## config.mk

```make
export PLATFORM = sky130hd
export DESIGN_NAME = mem_access_unit
export DESIGN_NICKNAME = d
export VERILOG_FILES = /design/src/rtl/mem_pkg.sv /design/src/rtl/load_extend.sv /design/src/rtl/mem_access_unit.sv
export SDC_FILE = /design/constraint.sdc
export NUM_CORES = 1
export LEC_CHECK = 0
export BUFFER_PORTS_ARGS = -buffer_cell sky130_fd_sc_hd__buf_4
export CAP_MARGIN = 5
export CORE_MARGIN = 2
export CORE_UTILIZATION = 44
export DETAILED_ROUTE_END_ITERATION = 12
export GPL_ROUTABILITY_DRIVEN = 0
export PLACE_DENSITY = 0.76
export SETUP_SLACK_MARGIN = 0.4
export SLEW_MARGIN = 10
export SYNTH_ARGS = -nofsm -noshare
export SYNTH_HDL_FRONTEND = slang
export SYNTH_SLANG_ARGS = --single-unit
```

## constraint.sdc

```tcl
create_clock -name clk -period 2.36 [get_ports clk]
set_input_delay 0.236 -clock clk [delete_from_list [all_inputs] [get_ports clk]]
set_output_delay 0.236 -clock clk [all_outputs]
set_load 0.02 [all_outputs]
```

## src/rtl/mem_pkg.sv

```systemverilog
// Shared encodings and helpers for the load/store unit.
//   size_e  : access size encodings (byte/half/word/reserved)
//   state_e : transaction FSM states
//   LANES   : byte lanes per data word
package mem_pkg;

    localparam int unsigned LANES = 4;
    localparam int unsigned TO_W  = 16;

    typedef enum logic [1:0] {
        SZ_BYTE = 2'b00,
        SZ_HALF = 2'b01,
        SZ_WORD = 2'b10,
        SZ_RSVD = 2'b11
    } size_e;

    typedef enum logic [1:0] {
        ST_IDLE = 2'b00,
        ST_REQ  = 2'b01,
        ST_RESP = 2'b10
    } state_e;

    // Alignment/size fault: reserved size or a half/word not on its natural boundary.
    function automatic logic is_misaligned(size_e sz, logic [1:0] off);
        logic bad;
        case (sz)
            SZ_BYTE: bad = 1'b0;
            SZ_HALF: bad = off[0];
            SZ_WORD: bad = (off != 2'b00);
            default: bad = 1'b1;
        endcase
        return bad;
    endfunction

    // Byte enables for an aligned access.
    function automatic logic [LANES-1:0] byte_enables(size_e sz, logic [1:0] off);
        logic [LANES-1:0] be;
        case (sz)
            SZ_BYTE: be = LANES'(1) << off;
            SZ_HALF: be = off[1] ? LANES'(4'b1100) : LANES'(4'b0011);
            default: be = '1;
        endcase
        return be;
    endfunction

endpackage

```

## src/rtl/load_extend.sv

```systemverilog
// Load lane select plus sign/zero extension.
//   word     : raw word returned by memory
//   off      : byte offset (addr[1:0]) of the access
//   size     : access size
//   sign_ext : 1 sign-extend, 0 zero-extend
//   data     : extended load result
module load_extend
    import mem_pkg::*;
#(
    parameter int unsigned DATA_W = 32
) (
    input  logic [DATA_W-1:0] word,
    input  logic [1:0]        off,
    input  size_e             size,
    input  logic              sign_ext,
    output logic [DATA_W-1:0] data
);

    localparam int unsigned BYTE_W = DATA_W / LANES;
    localparam int unsigned HALF_W = 2 * BYTE_W;

    logic [BYTE_W-1:0] byte_lane;
    logic [HALF_W-1:0] half_lane;

    always_comb begin
        byte_lane = word[32'(off) * BYTE_W +: BYTE_W];
        half_lane = word[32'(off[1]) * HALF_W +: HALF_W];
        case (size)
            SZ_BYTE: data = {{(DATA_W - BYTE_W){sign_ext & byte_lane[BYTE_W-1]}}, byte_lane};
            SZ_HALF: data = {{(DATA_W - HALF_W){sign_ext & half_lane[HALF_W-1]}}, half_lane};
            default: data = word;
        endcase
    end

endmodule

```

## src/rtl/mem_access_unit.sv

```systemverilog
// Load/store stage: one req/ack memory transaction per start.
//   start/is_store/size/sign_ext/addr/wdata : request from execute stage
//   busy/done/rdata/misalign/bus_err        : status back to the pipeline
//   mem_req/mem_we/mem_addr/mem_be/mem_wdata: data memory bus request
//   mem_ack/mem_rdata                       : data memory bus response
module mem_access_unit
    import mem_pkg::*;
#(
    parameter int unsigned ADDR_W  = 32,
    parameter int unsigned DATA_W  = 32,
    parameter int unsigned TIMEOUT = 255
) (
    input  logic              clk,
    input  logic              rst,
    input  logic              start,
    input  logic              is_store,
    input  logic [1:0]        size,
    input  logic              sign_ext,
    input  logic [ADDR_W-1:0] addr,
    input  logic [DATA_W-1:0] wdata,
    output logic              busy,
    output logic              done,
    output logic [DATA_W-1:0] rdata,
    output logic              misalign,
    output logic              bus_err,
    output logic              mem_req,
    output logic              mem_we,
    output logic [ADDR_W-1:0] mem_addr,
    output logic [LANES-1:0]  mem_be,
    output logic [DATA_W-1:0] mem_wdata,
    input  logic              mem_ack,
    input  logic [DATA_W-1:0] mem_rdata
);

    localparam int unsigned BYTE_W = DATA_W / LANES;

    state_e            state_q, state_d;
    logic [TO_W-1:0]   cnt_q, cnt_d;
    logic              is_store_q, is_store_d;
    size_e             size_q, size_d;
    logic              sign_ext_q, sign_ext_d;
    logic [1:0]        off_q, off_d;
    logic              busy_q, busy_d;
    logic              done_q, done_d;
    logic [DATA_W-1:0] rdata_q, rdata_d;
    logic              misalign_q, misalign_d;
    logic              bus_err_q, bus_err_d;
    logic              mem_req_q, mem_req_d;
    logic              mem_we_q, mem_we_d;
    logic [ADDR_W-1:0] mem_addr_q, mem_addr_d;
    logic [LANES-1:0]  mem_be_q, mem_be_d;
    logic [DATA_W-1:0] mem_wdata_q, mem_wdata_d;
    logic [DATA_W-1:0] ext_data;

    load_extend #(.DATA_W(DATA_W)) u_load_extend (
        .word     (mem_rdata),
        .off      (off_q),
        .size     (size_q),
        .sign_ext (sign_ext_q),
        .data     (ext_data)
    );

    // State and output registers.
    always_ff @(posedge clk) begin
        if (rst) begin
            state_q     <= ST_IDLE;
            cnt_q       <= '0;
            is_store_q  <= 1'b0;
            size_q      <= SZ_BYTE;
            sign_ext_q  <= 1'b0;
            off_q       <= '0;
            busy_q      <= 1'b0;
            done_q      <= 1'b0;
            rdata_q     <= '0;
            misalign_q  <= 1'b0;
            bus_err_q   <= 1'b0;
            mem_req_q   <= 1'b0;
            mem_we_q    <= 1'b0;
            mem_addr_q  <= '0;
            mem_be_q    <= '0;
            mem_wdata_q <= '0;
        end else begin
            state_q     <= state_d;
            cnt_q       <= cnt_d;
            is_store_q  <= is_store_d;
            size_q      <= size_d;
            sign_ext_q  <= sign_ext_d;
            off_q       <= off_d;
            busy_q      <= busy_d;
            done_q      <= done_d;
            rdata_q     <= rdata_d;
            misalign_q  <= misalign_d;
            bus_err_q   <= bus_err_d;
            mem_req_q   <= mem_req_d;
            mem_we_q    <= mem_we_d;
            mem_addr_q  <= mem_addr_d;
            mem_be_q    <= mem_be_d;
            mem_wdata_q <= mem_wdata_d;
        end
    end

    // Next state, bus steering and status pulses.
    always_comb begin
        state_d     = state_q;
        cnt_d       = cnt_q;
        is_store_d  = is_store_q;
        size_d      = size_q;
        sign_ext_d  = sign_ext_q;
        off_d       = off_q;
        busy_d      = busy_q;
        done_d      = 1'b0;
        rdata_d     = '0;
        misalign_d  = 1'b0;
        bus_err_d   = 1'b0;
        mem_req_d   = mem_req_q;
        mem_we_d    = mem_we_q;
        mem_addr_d  = mem_addr_q;
        mem_be_d    = mem_be_q;
        mem_wdata_d = mem_wdata_q;

        case (state_q)
            ST_IDLE: begin
                if (start) begin
                    is_store_d = is_store;
                    size_d     = size_e'(size);
                    sign_ext_d = sign_ext;
                    off_d      = addr[1:0];
                    cnt_d      = '0;
                    busy_d     = 1'b1;
                    if (is_misaligned(size_e'(size), addr[1:0])) begin
                        state_d    = ST_RESP;
                        done_d     = 1'b1;
                        misalign_d = 1'b1;
                    end else begin
                        state_d    = ST_REQ;
                        mem_req_d  = 1'b1;
                        mem_we_d   = is_store;
                        mem_addr_d = {addr[ADDR_W-1:2], 2'b00};
                        mem_be_d   = byte_enables(size_e'(size), addr[1:0]);
                        case (size_e'(size))
                            SZ_BYTE: mem_wdata_d = {LANES{wdata[BYTE_W-1:0]}};
                            SZ_HALF: mem_wdata_d = {(LANES / 2){wdata[2*BYTE_W-1:0]}};
                            default: mem_wdata_d = wdata;
                        endcase
                    end
                end
            end
            ST_REQ: begin
                // Ack on the final allowed cycle still completes normally.
                if (mem_ack || (cnt_q == TO_W'(TIMEOUT - 1))) begin
                    state_d     = ST_RESP;
                    done_d      = 1'b1;
                    bus_err_d   = ~mem_ack;
                    rdata_d     = (mem_ack && !is_store_q) ? ext_data : '0;
                    mem_req_d   = 1'b0;
                    mem_we_d    = 1'b0;
                    mem_addr_d  = '0;
                    mem_be_d    = '0;
                    mem_wdata_d = '0;
                end else begin
                    cnt_d = cnt_q + TO_W'(1);
                end
            end
            ST_RESP: begin
                state_d = ST_IDLE;
                busy_d  = 1'b0;
            end
            default: begin
                state_d = ST_IDLE;
            end
        endcase
    end

    assign busy      = busy_q;
    assign done      = done_q;
    assign rdata     = rdata_q;
    assign misalign  = misalign_q;
    assign bus_err   = bus_err_q;
    assign mem_req   = mem_req_q;
    assign mem_we    = mem_we_q;
    assign mem_addr  = mem_addr_q;
    assign mem_be    = mem_be_q;
    assign mem_wdata = mem_wdata_q;

endmodule
```

==> metrics.md <==
| Metric | Value |
|---|---|
| Nets | `976` |
| Synth top area cells | `dfxtp_1 (46%), a21oi_1 (9.3%), nand2_1 (6.1%)` |
| Pin count of the biggest net entering global routing | `54` |
| Num CTS Buffers | `17` |
| Buffers on Ports | `207` |
| Cell count after synthesis | `657` |
| DP HPWL | `11530 um` |
| Initial core utilization | `44.67%` |
| Post-synthesis sequential area ratio | `45.83%` |
| Share of layout cells above drive strength 1 | `40.48%` |
| Clk_skew | `approximately 0.0096 ns` |
| Vias per cell | `approximately 5.5` |
| Worst Setup End Kind | `flip-flop` |
| Design Area, Final | `8417 um2` |
| Total track usage | `24.86%` |
| Worst R2R Start | `cnt_q[9]` |
| Final hold vios | `0` |
| Max-Cap Viols | `0` |
| Filler cells | `1000` |
| Crit start category | `flip-flop` |
| Internal | `4388 uW` |
| R2R cell count | `7` |
| Fmax | `0.4526 GHz` |
| Critical Path Most Common Cell | `o21ai_0` |
| Final worst-path cycle share | `93.62%` |
| CTS max path bufs | `2` |
| P&R area growth vs syn | `50.53%` |
| Global-route wire length before repair | `about 27000 um` |
| Crit-path cells | `or4_4, o41a_4, buf_4, a211oi_4, buf_6, o21ai_0, o21ai_0` |
| Worst-path clk slew | `approximately 0.05 ns` |
| Max VDD drop | `0.4828 mV` |
| Worst skew pair latency | `0.42 ns` |
| WL per Instance | `16.94 um` |
| Synth area leader | `dfxtp_1` |
| Clock power frac | `roughly 42%` |
| CTS tree | `built` |
| DRC viols | `0` |
| Synthesized area per cell | `8.511 um2` |
| Unrepaired setup endpoints after global routing | `yes` |
| Combinational cell fraction of total power | `19.2%` |
| Crit path depth | `7` |
| Leak Pwr | `0.003523 uW` |
| Worst R2R End | `cnt_q[11]` |
| Critical Path End | `cnt_q[11]` |
| Synth top cells by count | `dfxtp_1 (128), a21oi_1 (104), nand2_1 (91)` |
| Max stage delay cell, worst path | `or4_4` |
| Sw Share | `26.43%` |
| Post-route ant nets | `0` |
| # H-tree levels | `4` |
| CP bufs+invs | `2` |
| Pwr Density | `708.7 nW/um2` |
| CTS root buf | `clkbuf_16` |
| Worst Slack Setup Final | `0.1505 ns` |
| Worst-path maximum fanout | `5` |
| IO Pins | `210` |
| CP arrival | `2.53 ns` |
| Seq pwr share | `between 30 and 40%` |
| Number of flops mapped to enable cells by yosys | `0` |
| Synth warnings | `0` |
| Worst Max-Slew Pin Slew | `0.9236 ns` |
| Final setup fails | `0` |
| Hold Slack | `0.04629 ns` |
| Synth unique cells | `48` |
| # rows | `41` |
| Rel. slew slack | `between 30% and 40%` |
| Reg2Reg Setup Slack | `between 0.15 and 0.2 ns` |
| WL final | `17860 um` |
| Synth Flop Type | `dfxtp_1` |
| Synth Cell Area | `5592 um2` |
| Die W | `116.7 um` |
| Antenna violations before repair | `0` |
| DRT iter0 DRCs | `398` |
| Pre-CTS setup slack | `approximately 0.12 ns` |
| Most common cell in the netlist | `dfxtp_1` |
| CTS Hold Bufs | `0` |
| HP Class | `input pin to flip-flop` |
| CP max stage delay | `0.54 ns` |
| Area of the core | `between 10000 and 15000 um2` |
| Placed inst area | `7333 um2` |
| Drt pass-1 iters | `5` |
| Vias in the first global route | `5562` |
| Post-synth top area share | `about 46%` |
| Fin. max-slew vios | `0` |
| CTS sink cnt | `between 100 and 150` |
| Status | `completed` |
| Die ar. | `about 14000 um2` |
| Worst EP required | `2.68 ns` |
| Total power | `5965 uW` |
| Psw | `1577 uW` |
| Async set-reset flop share out of synthesis | `0%` |
| Crit path kind | `flip-flop to flip-flop` |
| Total number of vias | `5810` |
| Crit path time final | `2.209 ns` |
| N_diodes | `0` |
| Aggregate negative setup slack | `0 ns` |
| Die height | `116.7 um` |
| CP delay by family, top | `compound AO/OA/AOI/OAI gates` |
| Grt ovf | `0` |
| Synthesized flop and latch total | `around 130` |
| Crit path from | `cnt_q[9]` |
worst min-delay path by stage:
stage / start / end / slack (ns) / depth (start not counted)
after detailed placement: mem_wdata[5] / mem_wdata[5] / 0.45 / 2
after CTS: mem_ack / bus_err / 0.02 / 2
after global routing: mem_ack / bus_err / 0.02 / 2
after global placement: mem_addr[25] / mem_addr[25] / 0.44 / 2
final: mem_ack / bus_err / 0.05 / 2
after floorplan: mem_ack / bus_err / 0.32 / 1
cell type report:
type | instances | area [um2] | share of cell area (%)
multi-input combinational | 466 | 2935 | 34.87
sequential | 128 | 2575 | 30.59
timing repair buffer | 250 | 2103 | 24.99
clock buffer | 26 | 509.2 | 6.050
tap | 172 | 215.2 | 2.557
clock inverter | 5 | 52.55 | 0.6243
inverter | 7 | 26.28 | 0.3122
metal layers:
metal | routed length, um | part of all wire [%] | global-route usage [%]
met5 | 0 | 0 | 0
met4 | 365 | 2.0 | 10.27
met3 | 1625 | 9.1 | 8.459
met2 | 9005 | 50 | 42.35
met1 | 6859 | 38 | 28.59
cells by family after synthesis:
| logic type | Yosys count | share of synthesized area (%) |
|---|---|---|
| AOI/OAI and AO/OA | 176 | 19.53 |
| xor gates and xnor gates | 2 | 0.3133 |
| adders and majority gates | 2 | 0.4475 |
| buffers and inverters | 64 | 5.035 |
| DFF | 128 | 45.83 |
| muxes | 41 | 7.809 |
| other | 1 | 0.06706 |
| and+or+nand+nor | 243 | 20.97 |
power groups by stage:
stage	sequential, uW	combinational, uW	clock (uW)
final	2340	1150	2470
after global routing	2350	1230	2620
after CTS	2350	1060	2520
after detailed placement	2390	969	0
after global placement	2380	947	0
after floorplan	2480	461	0
flip-flops by register name, summed over array words and instances, names as in the netlist:
name        cells
misalign        1
is_store_q      1
sign_ext_q      1
off_q           2
mem_addr       30
busy            1
mem_we          1
size_q          2
mem_be          4
state_q         2
mem_req         1
bus_err         1
rdata          32
cnt_q          16
done            1
mem_wdata      32
layout by cell type, fill, tap and decap left out, types with 12 or more instances in the layout:
cell type / instances
nand3_1: 48
nand2_1: 90
nor2_1: 31
mux2_2: 21
o31ai_2: 12
o21ai_0: 23
nand3b_1: 16
a21oi_1: 94
buf_4: 231
clkbuf_16: 21
mux2i_1: 20
dfxtp_1: 122
metrics by stage:
step                util [%]  std cells
floorplan                  -        658
global placement       58.59       1001
detailed placement     58.59       1001
CTS                    64.92       1044
global route           67.24       1054
finish                 67.24       1054
what timing repair did:
action	in CTS	in global routing
resized for setup	16	37
pin swaps	21	11
endpoints found under the setup margin	88	110
setup buffers	8	5
gates cloned	4	5
Power figures use the tool's default switching activity.
